[src/rtl/riscv_core_scoreboard.sv]
// Dual-issue scoreboard: issue gating, operand bypass selection, X0..W lane tracking
// and ROB fill generation for the IO2I core.
module riscv_core_scoreboard (
  input  logic       clk,
  input  logic       reset,
  input  logic       iss_val_1,
  input  logic [4:0] iss_rd_1,
  input  logic       iss_wen_1,
  input  logic       iss_fu_1,
  input  logic [3:0] iss_rob_slot_1,
  input  logic [4:0] iss_rs1_1,
  input  logic [4:0] iss_rs2_1,
  input  logic       iss_rs1_en_1,
  input  logic       iss_rs2_en_1,
  output logic       iss_rdy_1,
  input  logic       iss_val_2,
  input  logic [4:0] iss_rd_2,
  input  logic       iss_wen_2,
  input  logic       iss_fu_2,
  input  logic [3:0] iss_rob_slot_2,
  input  logic [4:0] iss_rs1_2,
  input  logic [4:0] iss_rs2_2,
  input  logic       iss_rs1_en_2,
  input  logic       iss_rs2_en_2,
  output logic       iss_rdy_2,
  output logic [2:0] op0_byp_sel_1,
  output logic [2:0] op1_byp_sel_1,
  output logic [3:0] op0_rob_slot_1,
  output logic [3:0] op1_rob_slot_1,
  output logic [2:0] op0_byp_sel_2,
  output logic [2:0] op1_byp_sel_2,
  output logic [3:0] op0_rob_slot_2,
  output logic [3:0] op1_rob_slot_2,
  output logic       rob_fill_val_1,
  output logic [3:0] rob_fill_slot_1,
  output logic       rob_fill_val_2,
  output logic [3:0] rob_fill_slot_2,
  input  logic       rob_commit_wen_1,
  input  logic [4:0] rob_commit_rf_waddr_1,
  input  logic [3:0] rob_commit_slot_1,
  input  logic       rob_commit_wen_2,
  input  logic [4:0] rob_commit_rf_waddr_2,
  input  logic [3:0] rob_commit_slot_2
);

  localparam logic [2:0] ST_X0   = 3'd0;
  localparam logic [2:0] ST_X3   = 3'd3;
  localparam logic [2:0] ST_ROB  = 3'd5;
  localparam logic [2:0] SEL_ROB = 3'd6;

  typedef struct packed {
    logic       rdy;
    logic [2:0] sel;
    logic [3:0] slot;
  } opnd_t;

  logic [31:0] pend_q, pend_d;
  logic [31:0] fu_q, fu_d;
  logic [3:0]  slot_q [32];
  logic [3:0]  slot_d [32];
  logic [2:0]  stage_q [32];
  logic [2:0]  stage_d [32];

  logic [31:0] reg_rdy;
  logic [2:0]  reg_sel [32];

  logic [4:0]  lv1_q, lv2_q;
  logic [3:0]  ls1_q [5];
  logic [3:0]  ls2_q [5];

  opnd_t a1, b1, a2, b2;
  logic  raw_12, fire_1, fire_2;

  function automatic opnd_t opnd(input logic en, input logic [4:0] rs, input logic rdy,
                                 input logic [2:0] sel, input logic [3:0] slot);
    opnd_t o;
    o.rdy  = 1'b1;
    o.sel  = 3'd0;
    o.slot = 4'd0;
    if (en && rs != 5'd0) begin
      o.rdy = rdy;
      o.sel = sel;
      if (sel == SEL_ROB) o.slot = slot;
    end
    return o;
  endfunction

  // Per-register view: a MULDIV result only becomes forwardable once it reaches X3
  always_comb begin
    for (int r = 0; r < 32; r++) begin
      reg_rdy[r] = !pend_q[r] || !fu_q[r] || (stage_q[r] >= ST_X3);
      reg_sel[r] = !pend_q[r] ? 3'd0 :
                   (stage_q[r] >= ST_ROB) ? SEL_ROB : stage_q[r] + 3'd1;
    end
  end

  assign a1 = opnd(iss_rs1_en_1, iss_rs1_1, reg_rdy[iss_rs1_1], reg_sel[iss_rs1_1], slot_q[iss_rs1_1]);
  assign b1 = opnd(iss_rs2_en_1, iss_rs2_1, reg_rdy[iss_rs2_1], reg_sel[iss_rs2_1], slot_q[iss_rs2_1]);
  assign a2 = opnd(iss_rs1_en_2, iss_rs1_2, reg_rdy[iss_rs1_2], reg_sel[iss_rs1_2], slot_q[iss_rs1_2]);
  assign b2 = opnd(iss_rs2_en_2, iss_rs2_2, reg_rdy[iss_rs2_2], reg_sel[iss_rs2_2], slot_q[iss_rs2_2]);

  assign raw_12 = iss_val_1 && iss_wen_1 && (iss_rd_1 != 5'd0) &&
                  ((iss_rs1_en_2 && iss_rs1_2 == iss_rd_1) ||
                   (iss_rs2_en_2 && iss_rs2_2 == iss_rd_1));

  assign iss_rdy_1 = a1.rdy && b1.rdy;
  assign iss_rdy_2 = iss_rdy_1 && a2.rdy && b2.rdy && !raw_12;
  assign fire_1    = iss_val_1 && iss_rdy_1;
  assign fire_2    = fire_1 && iss_val_2 && iss_rdy_2;

  assign op0_byp_sel_1  = a1.sel;
  assign op1_byp_sel_1  = b1.sel;
  assign op0_rob_slot_1 = a1.slot;
  assign op1_rob_slot_1 = b1.slot;
  assign op0_byp_sel_2  = a2.sel;
  assign op1_byp_sel_2  = b2.sel;
  assign op0_rob_slot_2 = a2.slot;
  assign op1_rob_slot_2 = b2.slot;

  // Next state: advance, then slot-matched commit clears, then issue (instr 2 last so it wins)
  always_comb begin
    pend_d = pend_q;
    fu_d   = fu_q;
    for (int r = 0; r < 32; r++) begin
      slot_d[r]  = slot_q[r];
      stage_d[r] = (stage_q[r] >= ST_ROB) ? ST_ROB : stage_q[r] + 3'd1;
    end
    if (rob_commit_wen_1 && slot_q[rob_commit_rf_waddr_1] == rob_commit_slot_1)
      pend_d[rob_commit_rf_waddr_1] = 1'b0;
    if (rob_commit_wen_2 && slot_q[rob_commit_rf_waddr_2] == rob_commit_slot_2)
      pend_d[rob_commit_rf_waddr_2] = 1'b0;
    if (fire_1 && iss_wen_1 && iss_rd_1 != 5'd0) begin
      pend_d[iss_rd_1]  = 1'b1;
      fu_d[iss_rd_1]    = iss_fu_1;
      slot_d[iss_rd_1]  = iss_rob_slot_1;
      stage_d[iss_rd_1] = ST_X0;
    end
    if (fire_2 && iss_wen_2 && iss_rd_2 != 5'd0) begin
      pend_d[iss_rd_2]  = 1'b1;
      fu_d[iss_rd_2]    = iss_fu_2;
      slot_d[iss_rd_2]  = iss_rob_slot_2;
      stage_d[iss_rd_2] = ST_X0;
    end
  end

  always_ff @(posedge clk) begin
    if (reset) pend_q <= '0;
    else       pend_q <= pend_d;
    fu_q <= fu_d;
    for (int r = 0; r < 32; r++) begin
      slot_q[r]  <= slot_d[r];
      stage_q[r] <= stage_d[r];
    end
  end

  // Issue -> X0 -> X1 -> X2 -> X3 -> W lanes; never stall
  always_ff @(posedge clk) begin
    if (reset) begin
      lv1_q <= '0;
      lv2_q <= '0;
    end else begin
      lv1_q <= {lv1_q[3:0], fire_1};
      lv2_q <= {lv2_q[3:0], fire_2};
    end
    ls1_q[0] <= iss_rob_slot_1;
    ls2_q[0] <= iss_rob_slot_2;
    for (int s = 1; s < 5; s++) begin
      ls1_q[s] <= ls1_q[s-1];
      ls2_q[s] <= ls2_q[s-1];
    end
  end

  assign rob_fill_val_1  = lv1_q[4];
  assign rob_fill_slot_1 = lv1_q[4] ? ls1_q[4] : 4'd0;
  assign rob_fill_val_2  = lv2_q[4];
  assign rob_fill_slot_2 = lv2_q[4] ? ls2_q[4] : 4'd0;

endmodule

[config.mk]
export PLATFORM = sky130hd
export DESIGN_NAME = riscv_core_scoreboard
export DESIGN_NICKNAME = d
export VERILOG_FILES = /design/src/rtl/riscv_core_scoreboard.sv
export SDC_FILE = /design/constraint.sdc
export NUM_CORES = 1
export LEC_CHECK = 0
export BUFFER_PORTS_ARGS = -buffer_cell sky130_fd_sc_hd__buf_2
export CAP_MARGIN = 20
export CORE_MARGIN = 4
export CORE_UTILIZATION = 45
export DETAILED_ROUTE_END_ITERATION = 7
export MAX_ROUTING_LAYER = met4
export PLACE_DENSITY_LB_ADDON = 0.3
export SETUP_SLACK_MARGIN = 0.15
export SYNTH_ARGS = -nofsm -noshare
export SYNTH_HDL_FRONTEND = slang
export SYNTH_SLANG_ARGS = --single-unit
[constraint.sdc]
create_clock -name clk -period 4.55 [get_ports clk]
set_clock_uncertainty 0.2 [all_clocks]
set_input_delay 0.455 -clock clk [delete_from_list [all_inputs] [get_ports clk]]
set_output_delay 0.455 -clock clk [all_outputs]
set_load 0.05 [all_outputs]
==> impl_results.md <==
* Worst Hold Class: in2reg
* Ys flop type: dfxtp_1
* Vias at between 20000 and 25000
* Skew-Pair Late Insertion Delay at around 0.60 ns
* CTS H-Tree Depth at 2
* Clk root buf: clkbuf_16
* YS warnings at 0
* Detailed-router iteration count before antenna repair at 6
* Synthesized area at 26500 um^2
* GR peak layer: met2
* Largest net degree at the start of global routing at between 40 and 50
* Final period util at between 90% and 100%
* WL per Instance at about 31 um
* Ys async rst share at 0%
* Flops & latches, synth at about 340
* Area delta synth->final at 15.1%
* Final wirelength at approximately 110000 um
* Top-level I/O count at 110
* Pre-CTS setup slack at a little under 0.3 ns
* Clk sink count at approximately 340
* Die Ht at about 250 um
* Dpl hpwl at about 81000 um
* Synth Area in Compound Gates at between 10% and 20%
* Post-Synthesis Mean Instance Area at 10.2 um^2
* RSZ-0062 raised after global routing: true
* Worst Slack Setup Final at ~0.17 ns
* Status: finished, final reports clean
* Simple-gate area share of the yosys netlist at between 10% and 20%
* Std-Cell Rows at 88
* Required time worst endpoint at 3.89 ns
* Cells after Synth at approximately 2600
* Power Density at 327 nW/um^2
* Vias per cell at just over 7
* Port buffer count at about 110
* Final hold vios at 0
* Antenna violations before repair at 7
* Total GRT Usage at ~34%
* FMAX at 228 MHz
* M1 GR Usage at 43.8%
* Worst rel slew slack at approximately 22%
* Post-Syn Nets at 2765
* Crit path max fanout at 5
* Grt ovf at 0
* Pleak at approximately 12 nW
* Proportion of layout cells with a drive suffix above 1 at around 30%
* TNS Setup at 0 ns
* Final nets at 2813
* Most frequent cells in the layout: 305 x dfxtp_1, 279 x mux4_2, 272 x mux2i_1
* Area of the die at around 63000 um^2
* Worst Setup End Kind: output port
* WS Path Type: reg2out
* Antenna viol nets, final at 0
* CTS Buf Count at slightly above 40
* Die Wd at roughly 250 um
* M2 GR Usage at between 50% and 60%
* Tmin final at about 4.4 ns
* Power Total at between 0.009 and 0.01 W
* Worst-margin pin slew at roughly 1.2 ns
* GR Util met3 at under 10%
* Post-synthesis xor/xnor area fraction at 0.561%
* Core area at approximately 58000 um^2
* Critical path launch point type: flop
* Leading cell type in the layout, fill and taps excluded: dfxtp_1
* DRC at 0
* Arr. time, crit path at approximately 3.7 ns
* Vias in the first global route at around 23000
* Number of synthesized flops with an enable pin at 0
* MaxCap Viol Count at 0
* Main combinational cell family by area after synthesis: multiplexers
* CTS tree: built
* Post-synth cell types at 86
* Worst-path clk slew at 0.06 ns
* Post-synthesis adder-cell area fraction at 4.53%
* Global-route wire length before repair at around 160000 um
* Max Transition Viols Final at 0
* Seq/Total Area, Yosys at around a quarter
* Final setup violation count at 0
* GPL Wtd Cong at ~1.1
* Initial Utilization at between 40% and 50%
* 1st-iter DRT viols at between 3000 and 4000
* Peak supply drop at approximately 0.32 mV
* CTS max path bufs at 3
* Mux cell area share after synthesis at between 30 and 40%
[registers in the layout (all words and copies together), names as in the netlist]
register / count
fu_q: 32
ls1_q: 20
ls2_q: 20
lv1_q: 5
lv2_q: 5
pend_q: 32
slot_q: 128
stage_q: 96
[metrics by stage]
stage | cells | hold slack [ns] | cell area, um^2 | util [%]
finish | 3452 | 0.0411 | 30500 | 52.6
global route | 3450 | 0.0239 | 30500 | 52.6
CTS | 3437 | 0.0129 | 30000 | 51.7
detailed placement | 3356 | 0.112 | 28200 | 48.6
global placement | 3356 | 0.110 | 28200 | 48.6
floorplan | 2599 | 0.110 | 26600 | -
[where the power goes]
group / switching [W] / internal (W)
combinational: 0.00113 / 0.00114
clock: 0.00143 / 0.00235
sequential: 0.000638 / 0.00331
total: 0.00320 / 0.00680
[kinds of logic after synthesis]
group | Yosys count
AND/OR/NAND/NOR | 697
flip-flops | 338
AO/OA/AOI/OAI | 509
buffers and inverters | 309
adder cells (fa/ha/maj) | 96
XOR/XNOR | 17
multiplexers | 633
[layout make-up]
| class | count | area, um^2 |
|---|---|---|
| Sequential cell | 338 | 6810 |
| Antenna cell | 8 | 20.0 |
| Fill cell | 5053 | 27500 |
| Multi-Input combinational cell | 1952 | 19100 |
| Inverter | 83 | 312 |
| Clock inverter | 24 | 434 |
| Clock buffer | 51 | 1120 |
| Timing Repair Buffer | 231 | 1740 |
| Tap cell | 765 | 957 |
[synthesized netlist by cell type, types with 8 or more instances]
library cell  count  area share (%)
nor3b_1          39             1.1
or2_1             8            0.19
a31oi_1          25            0.59
nor3_1           11            0.21
o2111ai_1         8            0.26
buf_2            56             1.1
nand3_1          41            0.77
xnor2_1           8            0.26
nand4_1          38            0.90
o31ai_1          31            0.88
ha_1             96             4.5
nor2b_1          19            0.45
nor4bb_1         11            0.42
o22ai_1          64             1.5
nand2b_1         11            0.26
dfxtp_1         338              26
nand2_1         185             2.6
nor2_1          153             2.2
and2_1           12            0.28
mux4_2          279              24
clkbuf_1        132             1.9
buf_1            30            0.42
nand4b_1          8            0.26
nand4bb_1         8            0.34
and3_1           28            0.66
and4bb_2         10            0.47
o211ai_1         28            0.79
inv_1            79             1.1
a211oi_1         18            0.51
or4b_2            8            0.30
nor4_1           19            0.45
o21ai_0          51            0.96
mux2i_1         272              10
and3b_1          19            0.63
nand3b_1         22            0.62
a21oi_1         186             3.5
a21boi_0         40             1.1
xor2_1            9            0.30
mux2_2           74             3.1
o221ai_1         15            0.50
[metal layers]
metal  vias to the layer above  part of all wire (%)  wire, um
met5                         -                     0         0
met4                         0                   6.3      6850
met3                       388                    11     12200
met2                      1725                    44     47800
met1                     12000                    38     41100
li1                      10200                     -         -
[critical path, stage by stage (launching register included)]
cell and delay [ns]:
dfxtp_1 0.41, inv_1 0.07, ha_1 0.21, o31ai_2 0.36, nand3b_1 0.22, mux4_2 0.52
mux4_2 0.50, nor2_1 0.15, a21oi_2 0.09, buf_4 0.22, nor3b_4 0.17, buf_4 0.21
[worst paths after layout]
kind                  start                end  slack [ns]  cells after the start
max          stage_q[0][40]  op0_rob_slot_1[1]        0.17                     11
min               iss_val_1           lv1_q[0]        0.04                      2
max reg2reg  stage_q[1][45]         pend_q[27]        0.33                     15
min reg2reg     ls1_q[0][3]        ls1_q[1][3]        0.12                      0
[repair_timing]
action                     4_1_cts  5_1_grt
pin swaps                        2       13
hold endpoints to repair         1        0
hold buffers                     2        0
setup endpoints to repair       19       25
resized for setup               59      122
buffers inserted                 4        4
(Power assumes the default switching activity.)
